$ cat src/rtl/alu.sv
// 8-bit 6502-style arithmetic/logic unit for the NES CPU datapath.
// Combinational operand conditioning and flag generation feed a single
// registered stage that holds the result, the updated status byte and a
// one-cycle done strobe used by the top level to write the STAT register.
module alu #(
    parameter int WIDTH = 8
) (
    input  logic             clk,
    input  logic             reset_n,     // active-high asynchronous reset
    input  logic [7:0]       func,
    input  logic [WIDTH-1:0] status_in,
    input  logic             carry_in,
    input  logic             invert,
    input  logic [WIDTH-1:0] a_in,
    input  logic [WIDTH-1:0] b_in,
    output logic [WIDTH-1:0] dout,
    output logic             wout,
    output logic [WIDTH-1:0] status_out
);

    // Operation codes issued by the decoder.
    localparam logic [7:0] OP_NOP  = 8'h00;
    localparam logic [7:0] OP_ADD  = 8'h01;
    localparam logic [7:0] OP_AND  = 8'h02;
    localparam logic [7:0] OP_OR   = 8'h03;
    localparam logic [7:0] OP_XOR  = 8'h04;
    localparam logic [7:0] OP_ASL  = 8'h05;
    localparam logic [7:0] OP_LSR  = 8'h06;
    localparam logic [7:0] OP_ROL  = 8'h07;
    localparam logic [7:0] OP_ROR  = 8'h08;
    localparam logic [7:0] OP_INC  = 8'h09;
    localparam logic [7:0] OP_DEC  = 8'h0A;
    localparam logic [7:0] OP_CMP  = 8'h0B;
    localparam logic [7:0] OP_BIT  = 8'h0C;
    localparam logic [7:0] OP_PASS = 8'h0D;

    // Status bit positions.
    localparam int FLAG_C = 0;
    localparam int FLAG_Z = 1;
    localparam int FLAG_V = 6;
    localparam int FLAG_N = 7;

    // Zero flag helper.
    function automatic logic zero_flag(input logic [7:0] value);
        zero_flag = (value == 8'h00);
    endfunction

    // Replace only Z and N, leaving every other status bit as supplied.
    function automatic logic [7:0] set_zn(input logic [7:0] st, input logic [7:0] value);
        logic [7:0] tmp;
        tmp         = st;
        tmp[FLAG_Z] = zero_flag(value);
        tmp[FLAG_N] = value[7];
        set_zn      = tmp;
    endfunction

    // Signed overflow of an addition: like-signed operands, differently signed result.
    function automatic logic add_overflow(input logic [7:0] x, input logic [7:0] y,
                                          input logic [7:0] r);
        add_overflow = (x[7] == y[7]) && (r[7] != x[7]);
    endfunction

    logic [7:0] b_s;          // conditioned B operand (possibly inverted)
    logic       cin_s;        // adder carry in
    logic [8:0] sum_s;        // ADD result including carry out
    logic [8:0] diff_s;       // CMP difference a - b_in (carry out = no borrow)
    logic [7:0] res_s;        // next result
    logic [7:0] flags_s;      // next status
    logic       valid_s;      // func is a defined, executing operation

    logic [7:0] dout_r;
    logic [7:0] status_r;
    logic       wout_r;

    // Operand B, carry-in conditioning and the two arithmetic paths.
    always_comb begin
        b_s    = invert ? ~b_in : b_in;
        cin_s  = carry_in ? status_in[FLAG_C] : invert;
        sum_s  = {1'b0, a_in} + {1'b0, b_s} + {8'h00, cin_s};
        diff_s = {1'b0, a_in} + {1'b0, ~b_in} + 9'h001;
    end

    // Operation decode: result, new flags and whether the op executes.
    always_comb begin
        res_s   = 8'h00;
        flags_s = status_in;
        valid_s = 1'b1;
        case (func)
            OP_ADD: begin
                res_s           = sum_s[7:0];
                flags_s         = set_zn(status_in, sum_s[7:0]);
                flags_s[FLAG_C] = sum_s[8];
                flags_s[FLAG_V] = add_overflow(a_in, b_s, sum_s[7:0]);
            end
            OP_AND: begin
                res_s   = a_in & b_in;
                flags_s = set_zn(status_in, a_in & b_in);
            end
            OP_OR: begin
                res_s   = a_in | b_in;
                flags_s = set_zn(status_in, a_in | b_in);
            end
            OP_XOR: begin
                res_s   = a_in ^ b_in;
                flags_s = set_zn(status_in, a_in ^ b_in);
            end
            OP_ASL: begin
                res_s           = {a_in[6:0], 1'b0};
                flags_s         = set_zn(status_in, {a_in[6:0], 1'b0});
                flags_s[FLAG_C] = a_in[7];
            end
            OP_LSR: begin
                res_s           = {1'b0, a_in[7:1]};
                flags_s         = set_zn(status_in, {1'b0, a_in[7:1]});
                flags_s[FLAG_C] = a_in[0];
                flags_s[FLAG_N] = 1'b0;
            end
            OP_ROL: begin
                res_s           = {a_in[6:0], status_in[FLAG_C]};
                flags_s         = set_zn(status_in, {a_in[6:0], status_in[FLAG_C]});
                flags_s[FLAG_C] = a_in[7];
            end
            OP_ROR: begin
                res_s           = {status_in[FLAG_C], a_in[7:1]};
                flags_s         = set_zn(status_in, {status_in[FLAG_C], a_in[7:1]});
                flags_s[FLAG_C] = a_in[0];
            end
            OP_INC: begin
                res_s   = a_in + 8'h01;
                flags_s = set_zn(status_in, a_in + 8'h01);
            end
            OP_DEC: begin
                res_s   = a_in - 8'h01;
                flags_s = set_zn(status_in, a_in - 8'h01);
            end
            OP_CMP: begin
                // Compare always subtracts b_in itself; invert/carry_in do not apply.
                res_s           = a_in;
                flags_s[FLAG_C] = diff_s[8];
                flags_s[FLAG_Z] = (a_in == b_in);
                flags_s[FLAG_N] = diff_s[7];
            end
            OP_BIT: begin
                res_s           = a_in;
                flags_s[FLAG_Z] = zero_flag(a_in & b_in);
                flags_s[FLAG_N] = b_in[7];
                flags_s[FLAG_V] = b_in[6];
            end
            OP_PASS: begin
                res_s   = a_in;
                flags_s = set_zn(status_in, a_in);
            end
            OP_NOP: begin
                valid_s = 1'b0;
            end
            default: begin
                valid_s = 1'b0;
            end
        endcase
    end

    // Output register: capture result and flags on every executed op, hold otherwise.
    always_ff @(posedge clk or posedge reset_n) begin
        if (reset_n) begin
            dout_r   <= 8'h00;
            status_r <= 8'h00;
            wout_r   <= 1'b0;
        end else if (valid_s) begin
            dout_r   <= res_s;
            status_r <= flags_s;
            wout_r   <= 1'b1;
        end else begin
            wout_r   <= 1'b0;
        end
    end

    assign dout       = dout_r;
    assign status_out = status_r;
    assign wout       = wout_r;

endmodule

$ cat config.mk
export PLATFORM = sky130hd
export DESIGN_NAME = alu
export DESIGN_NICKNAME = d
export VERILOG_FILES = /design/src/rtl/alu.sv
export SDC_FILE = /design/constraint.sdc
export NUM_CORES = 1
export LEC_CHECK = 0
export ABC_CLOCK_PERIOD_IN_PS = 1200
export BUFFER_PORTS_ARGS = -buffer_cell sky130_fd_sc_hd__buf_2
export CAP_MARGIN = 10
export CORE_MARGIN = 5
export CORE_UTILIZATION = 40
export DETAILED_ROUTE_END_ITERATION = 8
export GPL_TIMING_DRIVEN = 0
export SETUP_SLACK_MARGIN = 0.4
export SLEW_MARGIN = 20
export SYNTH_ARGS = -nofsm -noshare
export SYNTH_HDL_FRONTEND = slang
export SYNTH_SLANG_ARGS = --single-unit
$ cat constraint.sdc
create_clock -name clk -period 1.2 [get_ports clk]
set_input_delay 0.18 -clock clk [delete_from_list [all_inputs] [get_ports clk]]
set_output_delay 0.18 -clock clk [all_outputs]
set_load 0.03 [all_outputs]
==> results.md <==
* Worst hold slack at -0.00736 ns
* Status: finished, violations left
* Failing checks: negative hold slack, negative setup slack
* Final period utilization at 1.82
* Kind of critical path: in -> reg
* Die Y at 94.2 um
* Syn Area/Cell at 7.35 um2
* Worst vdd ir at 450 uV
* CP Capture Type: flop
* Site Rows at 30
* Final Max Slew Viols at 0
* Power Total at 0.00366 W
* ANT cells at 0
* Slowest-stage cell, CP: or3_1
* Root Buffer: clkbuf_8
* Cells after Synth at 386
* Layout cells sized above 1 at 0.408
* TritonRoute pass-1 iters at 5
* Worst-path fanout max at 6
* Global-route wire length before repair at 19000 um
* Inst Count DP at 530
* H-tree level count at 1
* Pin count of the biggest net entering global routing at 18
* Initial antenna violation count at 0
* Final Skew at 0 ns
* IO Pins at 53
* Pwr/cell area at 840 mW/mm2
* Slew HR at 0.591
* Final wirelength at 13100 um
* Peak Freq at 458 MHz
* Placer Congestion at 1.00
* Max clock buf depth at 2
* Unique cell type count in the Yosys netlist at 59
* Core Footprint at 0.00683 mm2
* Area growth, synth to finish at 53.7%
* Post-synth EDFFs at 0
* Final Cell Area at 0.00436 mm2
* Initial Util at 0.415
* Final antenna-violating net count at 0
* #FFs+latches synth at 17
* Final Hold Viols at 10
* Finished Layout Cells at 586
* Max Cap Violations at 0
* DRC viols at 0
* Worst EP required at 1.32 ns
* Post-synthesis net count at 460
* Routed vias at 3667
* RSZ-0062 raised after global routing: yes
* Util after Layout at 0.638
* Placed Area at 0.00328 mm2
* Minimum clock period at 2.19 ns
* Final setup vio count at 17
* Worst hold path class: in -> async
* Final nets at 565
* Clock Sinks at 17
* Congestion Overflow GR at 0
* Worst path max stage delay at 0.39 ns
* Routed len/inst at 22.4 um
* Buffers on Ports at 48
* CTS Hold Bufs at 0
* CP Cell Sequence: clkbuf_16 > xnor2_4 > fa_2 > buf_4 > nand3b_1 > a31oi_2 > o22a_2 > xnor2_2 > o221ai_2 > or3_1
* Most used DFF post-synth: dfrtp_1
* Startpoint Class: primary input
* Worst skew pair latency at 0.24 ns
* DP Wirelength at 9630 um
* Pleak at 1.86 nW
* CTS Buf Count at 3
* Yosys warning total at 0
* DR vias/cell at 6.26
* CTS tree: built
* Final worst slack at -0.986 ns
* Vias in the first global route at 3270
* Die width at 94.2 um
* Seq/Total Area, Yosys at 0.150
* Die area at 0.00887 mm2
* Arrival time of the worst setup path at 2.31 ns
* Synthesized area at 0.00284 mm2
* Iteration-0 DRC Markers at 416
* Worst-path clk slew at 0.07 ns
* Slew @ Worst Pin at 0.609 ns
* GRT Overall Usage at 0.279
* Share of async-settable or async-resettable flops after synthesis at 1.00
## worst max-delay path: cells and delay by family
family	cells	cell delay [ns]
adder cells (fa/ha/maj)	1	0.38
AND/OR/NAND/NOR	2	0.59
XOR/XNOR	2	0.26
buffers and inverters	2	0.29
AO/OA/AOI/OAI	3	0.59
## power by group
group	internal [W]	leakage, nW	switching, W
Clock	0.000230	0.0255	0.000192
Combinational	0.00113	1.62	0.00130
Sequential	0.000706	0.211	0.000102
Total	0.00206	1.86	0.00160
## cells in the final DEF, fill, tap and decap left out, drive strengths merged, types with 6 or more instances in the layout
cell type / synthesis / routed
a21oi: 21 / 21
a22oi: 8 / 8
a31oi: 7 / 7
buf: 10 / 111
clkbuf: 14 / 16
dfrtp: 17 / 17
ha: 36 / 36
inv: 27 / 23
nand2: 39 / 39
nand2b: 6 / 6
nand3: 13 / 13
nand4: 9 / 9
nor2: 36 / 36
nor2b: 7 / 7
nor3: 10 / 10
nor4: 7 / 7
o211ai: 6 / 6
o21a: 6 / 6
o21ai: 21 / 21
o22ai: 6 / 6
xnor2: 10 / 10
xor2: 11 / 11
## cell usage after synthesis (all sizes together) (5+ instances only)
library cell   n  area [um2]
nand2         39         154
ha            36         450
nor2          36         135
inv           27         101
a21oi         21         105
o21ai         21         105
dfrtp         17         425
clkbuf        14        52.6
nand3         13        65.1
xor2          11        96.3
buf           10        52.6
nor3          10        60.1
xnor2         10        87.6
nand4          9        56.3
a22oi          8        60.1
a31oi          7        43.8
nor2b          7        43.8
nor4           7        50.1
nand2b         6        37.5
o211ai         6        45.0
o21a           6        45.0
o22ai          6        37.5
mux2i          5        50.1
o221ai         5        43.8
## sequential cells by signal, summed over array words and instances (netlist names)
signal,flops
dout,8
status_out,8
wout,1
## layout make-up
type / instances / area, um2
timing repair buffer: 100 / 831
fill: 601 / 2470
clock inverter: 1 / 5.00
multi-input combinational: 318 / 2600
buffer: 24 / 208
inverter: 27 / 131
sequential: 17 / 425
tap: 96 / 120
clock buffer: 3 / 41.3
## repair_timing
item                                    in CTS  in global routing
gates resized for setup                    107                 56
endpoints found under the setup margin      34                 34
cloned                                       1                  0
buffers inserted                            23                 28
pin swaps                                   22                 30
## kinds of logic after synthesis
kind of cell | count (synthesis) | share of synthesized area
buffers and inverters | 51 | 0.0728
XOR/XNOR | 21 | 0.0649
multiplexers | 6 | 0.0216
adder cells (fa/ha/maj) | 38 | 0.173
flip-flops | 17 | 0.150
AND/OR/NAND/NOR | 143 | 0.253
AO/OA/AOI/OAI | 110 | 0.265
## through the flow
stage / worst slack (ns) / setup TNS [ns]
2_1_floorplan: -0.978 / -9.09
3_3_place_gp: -1.68 / -18.00
3_5_place_dp: -1.58 / -17.52
4_1_cts: -0.943 / -9.95
5_1_grt: -1.02 / -11.17
6_report: -0.986 / -10.59
## per-layer routing
layer  vias to the layer above  part of all wire  track usage
met3                        59             0.091       0.0264
met2                       288              0.45        0.454
met5                         -                 0            0
met1                      1696              0.41        0.376
met4                         0             0.048        0.116
li1                       1624                 -            -
## worst paths after layout
check	startpoint	slack, ns	endpoint	depth (start not counted)
hold reg to reg	status_out[2]	0.49	status_out[2]	2
hold / removal	reset_n	-0.007	status_out[2]	2
setup / recovery	invert	-0.99	status_out[7]	10
min in group clk	status_in[2]	0.13	status_out[2]	3
setup reg to reg	dout[4]	0.18	dout[4]	2
max in group asynchronous	reset_n	0.80	status_out[4]	2
Power figures use the tool's default switching activity.
